--- config.mk ---
export PLATFORM = sky130hd
export DESIGN_NAME = alert_module
export DESIGN_NICKNAME = d
export VERILOG_FILES = /design/src/rtl/alert_pkg.sv /design/src/rtl/alert_sync.sv /design/src/rtl/alert_module.sv
export SDC_FILE = /design/constraint.sdc
export NUM_CORES = 1
export LEC_CHECK = 0
export CORE_AREA = 4 4 41 43
export CTS_CLUSTER_SIZE = 14
export DETAILED_ROUTE_END_ITERATION = 10
export DIE_AREA = 0 0 45 47
export GPL_TIMING_DRIVEN = 0
export PLACE_DENSITY = 0.45
export SLEW_MARGIN = 20
export SYNTH_ARGS = -nofsm -noshare
export SYNTH_HDL_FRONTEND = slang
export SYNTH_HIERARCHICAL = 1
export SYNTH_SLANG_ARGS = --single-unit
--- constraint.sdc ---
create_clock -name clk -period 2.1 [get_ports clk]
set_input_delay 0.315 -clock clk [delete_from_list [all_inputs] [get_ports clk]]
set_output_delay 0.315 -clock clk [all_outputs]
set_load 0.02 [all_outputs]
--- src/rtl/alert_pkg.sv ---
// alert_pkg -- shared definitions for the alert flag block.
//   state_t      : FSM state encoding (IDLE / HOLD / ALERT)
//   CMD_*        : 2-bit {a,b} command constants
//   cmd_sets     : true for commands that raise q from IDLE
//   cmd_clears   : true for commands that drop q once clearing is permitted
package alert_pkg;

  typedef enum logic [1:0] {
    IDLE  = 2'd0,
    HOLD  = 2'd1,
    ALERT = 2'd2
  } state_t;

  localparam logic [1:0] CMD_HOLD = 2'b00;
  localparam logic [1:0] CMD_CLR  = 2'b01;
  localparam logic [1:0] CMD_SET  = 2'b10;
  localparam logic [1:0] CMD_TGL  = 2'b11;

  // SET and TGL both raise the flag from IDLE.
  function automatic logic cmd_sets(input logic [1:0] cmd);
    return (cmd == CMD_SET) || (cmd == CMD_TGL);
  endfunction

  // CLR and TGL both drop the flag from ALERT.
  function automatic logic cmd_clears(input logic [1:0] cmd);
    return (cmd == CMD_CLR) || (cmd == CMD_TGL);
  endfunction

endpackage

--- src/rtl/alert_sync.sv ---
// alert_sync -- N-stage single-bit synchronizer, flops reset to 0.
// Ports:
//   clk : sampling clock
//   rst : asynchronous active-low reset
//   d   : asynchronous input bit
//   q   : synchronized output (last flop of the chain)
module alert_sync #(
  parameter int N = 2
) (
  input  logic clk,
  input  logic rst,
  input  logic d,
  output logic q
);

  logic [N-1:0] chain;

  // Shift chain: d enters at bit 0, q is taken from bit N-1.
  always_ff @(posedge clk or negedge rst) begin
    if (!rst) begin
      chain <= '0;
    end else begin
      chain <= {chain[N-2:0], d};
    end
  end

  assign q = chain[N-1];

endmodule

--- src/rtl/alert_module.sv ---
// alert_module -- JK-style alert flag with a minimum-high hold window.
// Ports:
//   clk   : system clock, all state on rising edge
//   rst   : asynchronous active-low reset
//   a     : set request (J)
//   b     : clear request (K)
//   q     : registered alert flag
//   q_bar : registered complement of q
// Parameters:
//   SYNC_STAGES : synchronizer depth per input (2..4)
//   HOLD_CYCLES : minimum cycles q stays high once raised (0..255)
// Build option:
//   ALERT_INPUT_SYNC_EN : when defined, a and b pass through alert_sync
//   chains before decode; otherwise they are sampled directly.
module alert_module
  import alert_pkg::*;
#(
  parameter int SYNC_STAGES = 2,
  parameter int HOLD_CYCLES = 4
) (
  input  logic clk,
  input  logic rst,
  input  logic a,
  input  logic b,
  output logic q,
  output logic q_bar
);

  // A zero-length hold still needs a 1-bit counter to stay legal.
  localparam int CNT_W = (HOLD_CYCLES == 0) ? 1 : $clog2(HOLD_CYCLES + 1);
  localparam logic [CNT_W-1:0] CNT_LAST =
    CNT_W'((HOLD_CYCLES == 0) ? 0 : HOLD_CYCLES - 1);

  logic         sa;
  logic         sb;
  logic [1:0]   cmd;
  state_t       state;
  logic [CNT_W-1:0] cnt;

`ifdef ALERT_INPUT_SYNC_EN
  alert_sync #(.N(SYNC_STAGES)) u_sync_a (
    .clk (clk),
    .rst (rst),
    .d   (a),
    .q   (sa)
  );

  alert_sync #(.N(SYNC_STAGES)) u_sync_b (
    .clk (clk),
    .rst (rst),
    .d   (b),
    .q   (sb)
  );
`else
  // Inputs are already synchronous to clk in this build.
  assign sa = a;
  assign sb = b;

  logic unused_sync_cfg;
  assign unused_sync_cfg = (SYNC_STAGES != 0);
`endif

  assign cmd = {sa, sb};

  // Alert FSM: q/q_bar are registered together so they can never agree.
  always_ff @(posedge clk or negedge rst) begin
    if (!rst) begin
      state <= IDLE;
      cnt   <= '0;
      q     <= 1'b0;
      q_bar <= 1'b1;
    end else begin
      case (state)
        IDLE: begin
          if (cmd_sets(cmd)) begin
            q     <= 1'b1;
            q_bar <= 1'b0;
            cnt   <= '0;
            state <= (HOLD_CYCLES == 0) ? ALERT : HOLD;
          end
        end
        HOLD: begin
          // Clear/toggle requests are dropped here, not remembered.
          if (cnt == CNT_LAST) begin
            state <= ALERT;
            cnt   <= '0;
          end else begin
            cnt <= cnt + CNT_W'(1);
          end
        end
        ALERT: begin
          // SET while already high leaves q alone and does not re-arm the hold.
          if (cmd_clears(cmd)) begin
            q     <= 1'b0;
            q_bar <= 1'b1;
            state <= IDLE;
          end
        end
        default: begin
          state <= IDLE;
          cnt   <= '0;
          q     <= 1'b0;
          q_bar <= 1'b1;
        end
      endcase
    end
  end

endmodule

==> impl_metrics.csv <==
group,metric,value,unit
sta,setup_slack,399.9,ps
yosys,ys_seq_area_share,58.75,%
sta,worst_slew_pin_slew,315.7,ps
floorplanning,num_rows,13,
setup_path,worstPathRequired,1780,ps
yosys,synth_fp_nets,33,
route,drt-initial-drc-count,4,
setup_path,critPathKind,"reg -> out",
clock_tree,clock_path_buffers,2,
setup_path,path_max_fanout,3,
setup_path,path_buf_inv,1,
cells_and_area,layout-drive-gt1-share,10.81,%
clock_tree,cts_buffers,3,
global_routing,antenna_found_initial,0,
sta,setup_tns,0,ps
setup_path,reg2reg_slack,1050,ps
yosys,yosys.area.top_type_share,50.00,%
status,status,"finished clean",
place,hpwl,429.1,um
clock_tree,cts_tree,"done",
floorplanning,num_io_pins,6,
clock_tree,cts_setup_buffers,0,
yosys,synth_top_area_cell,"dfrtp_1",
route,vias,235,
clock_tree,cts_resized,0,
clock_tree,hold_buffers,0,
cells_and_area,num_antenna_cells,0,
place,dp_slack,668.9,ps
setup_path,r2r_cells,2,
global_routing,overflow,0,
setup_path,r2r_end,"cnt[1]",
global_routing,use_met3,5.747,%
sta,hold_violations,0,
clock_tree,clock-root-buffer,"clkbuf_4",
yosys,synthDistinctLibCells,13,
route,finalWirelength,545,um
setup_path,arrival,1390,ps
floorplanning,coreArea,0.001301,mm^2
power_and_ir_drop,leakage,0.1685,nW
route,ant_nets,0,
place,placed_cells,48,
sta,setup_viol,0,
yosys,synthTopCellsByCount,"6 x dfrtp_1, 4 x nand2b_1, 4 x nor2_1",
global_routing,grt_max_degree,8,
yosys,syn_inst,28,
yosys,yosys-top-cells-area,"dfrtp_1 50%, dfstp_2 8.8%, nand2b_1 8.3%",
sta,finalCritPeriodShare,80.96,%
clock_tree,clkLatencyLatePin,250,ps
cells_and_area,ff_latch_area,176.4,um^2
setup_path,r2r-start,"cnt[0]",
sta,holdWs,319.8,ps
setup_path,cp_top_family,"buffers and inverters",
power_and_ir_drop,clockPowerShare,23.1,%
clock_tree,cts.sinks,7,
setup_path,crit_path_cell_trace,"clkdlybuf4s50_1",
yosys,syn_area,300.3,um^2
global_routing,grt_pass1_vias,237,
power_and_ir_drop,p_int,0.0003476,W
setup_path,crit_path_end_kind,"output pin",
yosys,avgSynthCellArea,10.72,um^2
route,routedWlPerCell,10.48,um
setup_path,cp_slowest_cell,"clkdlybuf4s50_1",
sta,clock.fmax,0.5882,GHz
power_and_ir_drop,swShare,33.82,%
global_routing,grt_use_met2,10.45,%
floorplanning,fp.dieH,47,um
global_routing,grt_first_pass_wirelength,986,um
setup_path,cp-start-kind,"register",
global_routing,track_usage,6.836,%
yosys,ys_async_sr_fraction,100.0,%
place,gp_congestion,0.7164,
sta,grt_setup_unrepaired,"no",
yosys,yosysMostFrequentCell,"dfrtp_1",
floorplanning,die_area,0.002115,mm^2
cells_and_area,nets,43,
place,place.port_buffers,5,
run,maxCapViolCount,0,
power_and_ir_drop,pwr-share-comb,34.0,%
yosys,ys_ff_latch,7,
cells_and_area,fillers,154,
cells_and_area,final_cells,52,
yosys,synth_flop_cell,"dfrtp_1",
yosys,ys_warn_count,6,
global_routing,gr-usage-met1,7.176,%
clock_tree,path_clk_slew,50,ps
clock_tree,htreeDepth,1,
route,vias_per_cell,4.519,
route,drt_pre_antenna_iters,2,
sta,period_minus_slack,1700,ps
route,drc,0,
yosys,synth_edf_count,0,
cells_and_area,multi_input_area,120.1,um^2
floorplanning,initial_core_util,23.08,%
power_and_ir_drop,power_density,1328,mW/mm^2
sta,slew_violations,0,
cells_and_area,syn2layout_area_growth,31.67,%
min_path,hold_path.class,"in -> async",
sta,relSlewSlack,78.89,%
power_and_ir_drop,p_seq_share,42.9,%
sta,skew,5.820,ps
global_routing,busiest_layer,"met2",
floorplanning,die_w,45,um
setup_path,cpPeakStageDelay,600,ps
power_and_ir_drop,switchingPower,0.0001776,W
power_and_ir_drop,ir_drop,0.4628,mV
## logic make-up (layout without fill, tap and decap cells)
group                      after synthesis  count (layout)  synth area share, %
and+or+nand+nor                         11              11                17.50
AOI/OAI and AO/OA                        8               8                18.33
DFF                                      7               7                58.75
adders and majority gates                1               1                4.166
buffers and inverters                    1              10                1.249
## routing by layer
layer	vias up	part of all wire (%)	routed length (um)
met3	0	11	61
met1	112	43	236
li1	116	-	-
met5	-	0	0
met4	0	0	0
met2	7	45	247
## power by group through the flow
stage	Sequential, W	Combinational, W	Clock [W]
after global placement	0.000226	0.000177	0
after global routing	0.000233	0.000206	0.000138
after detailed placement	0.000227	0.000180	0
final	0.000226	0.000178	0.000121
after floorplan	0.000230	0.000119	0
after CTS	0.000225	0.000182	0.000125
## stage by stage
stage / utilization, % / area, um^2 / power [W]
detailed placement: 28.37 / 369.1 / 0.0004071
global placement: 28.37 / 369.1 / 0.0004027
finish: 30.38 / 395.4 / 0.0005252
CTS: 30.38 / 395.4 / 0.0005321
global route: 30.38 / 395.4 / 0.0005772
floorplan: - / 300.3 / 0.0003491
## state kept, by name, summed over array words and instances, names as in the netlist
register  cells
cnt           3
state         2
q             1
q_bar         1
## layout make-up
type / count / area share [%]
Multi-Input combinational cell: 20 / 30.38
Inverter: 1 / 0.9494
Tap cell: 15 / 4.747
Clock buffer: 4 / 6.646
Sequential cell: 7 / 44.62
Timing Repair Buffer: 5 / 12.66
## placed cells by master, fill, tap and decap left out
| cell | count |
|---|---|
| a21oi_1 | 3 |
| a22o_1 | 2 |
| nor2_1 | 4 |
| nand2b_1 | 4 |
| clkdlybuf4s50_1 | 5 |
| inv_1 | 1 |
| o21ai_0 | 1 |
| clkbuf_4 | 3 |
| ha_1 | 1 |
| clkbuf_1 | 1 |
| a32o_1 | 1 |
| nor3_1 | 1 |
| dfrtp_1 | 6 |
| o21a_1 | 1 |
| nand2_1 | 2 |
| dfstp_2 | 1 |
## how the worst max path moves through the flow
stage,cells after the start,endpoint,slack [ps],from
finish,1,q_bar,400,q_bar
global route,1,q_bar,350,q_bar
CTS,1,q_bar,390,q_bar
detailed placement,1,q_bar,670,q_bar
global placement,1,q_bar,670,q_bar
floorplan,2,cnt[1],1090,cnt[0]
Note: power is estimated with default switching activity, not from simulation.
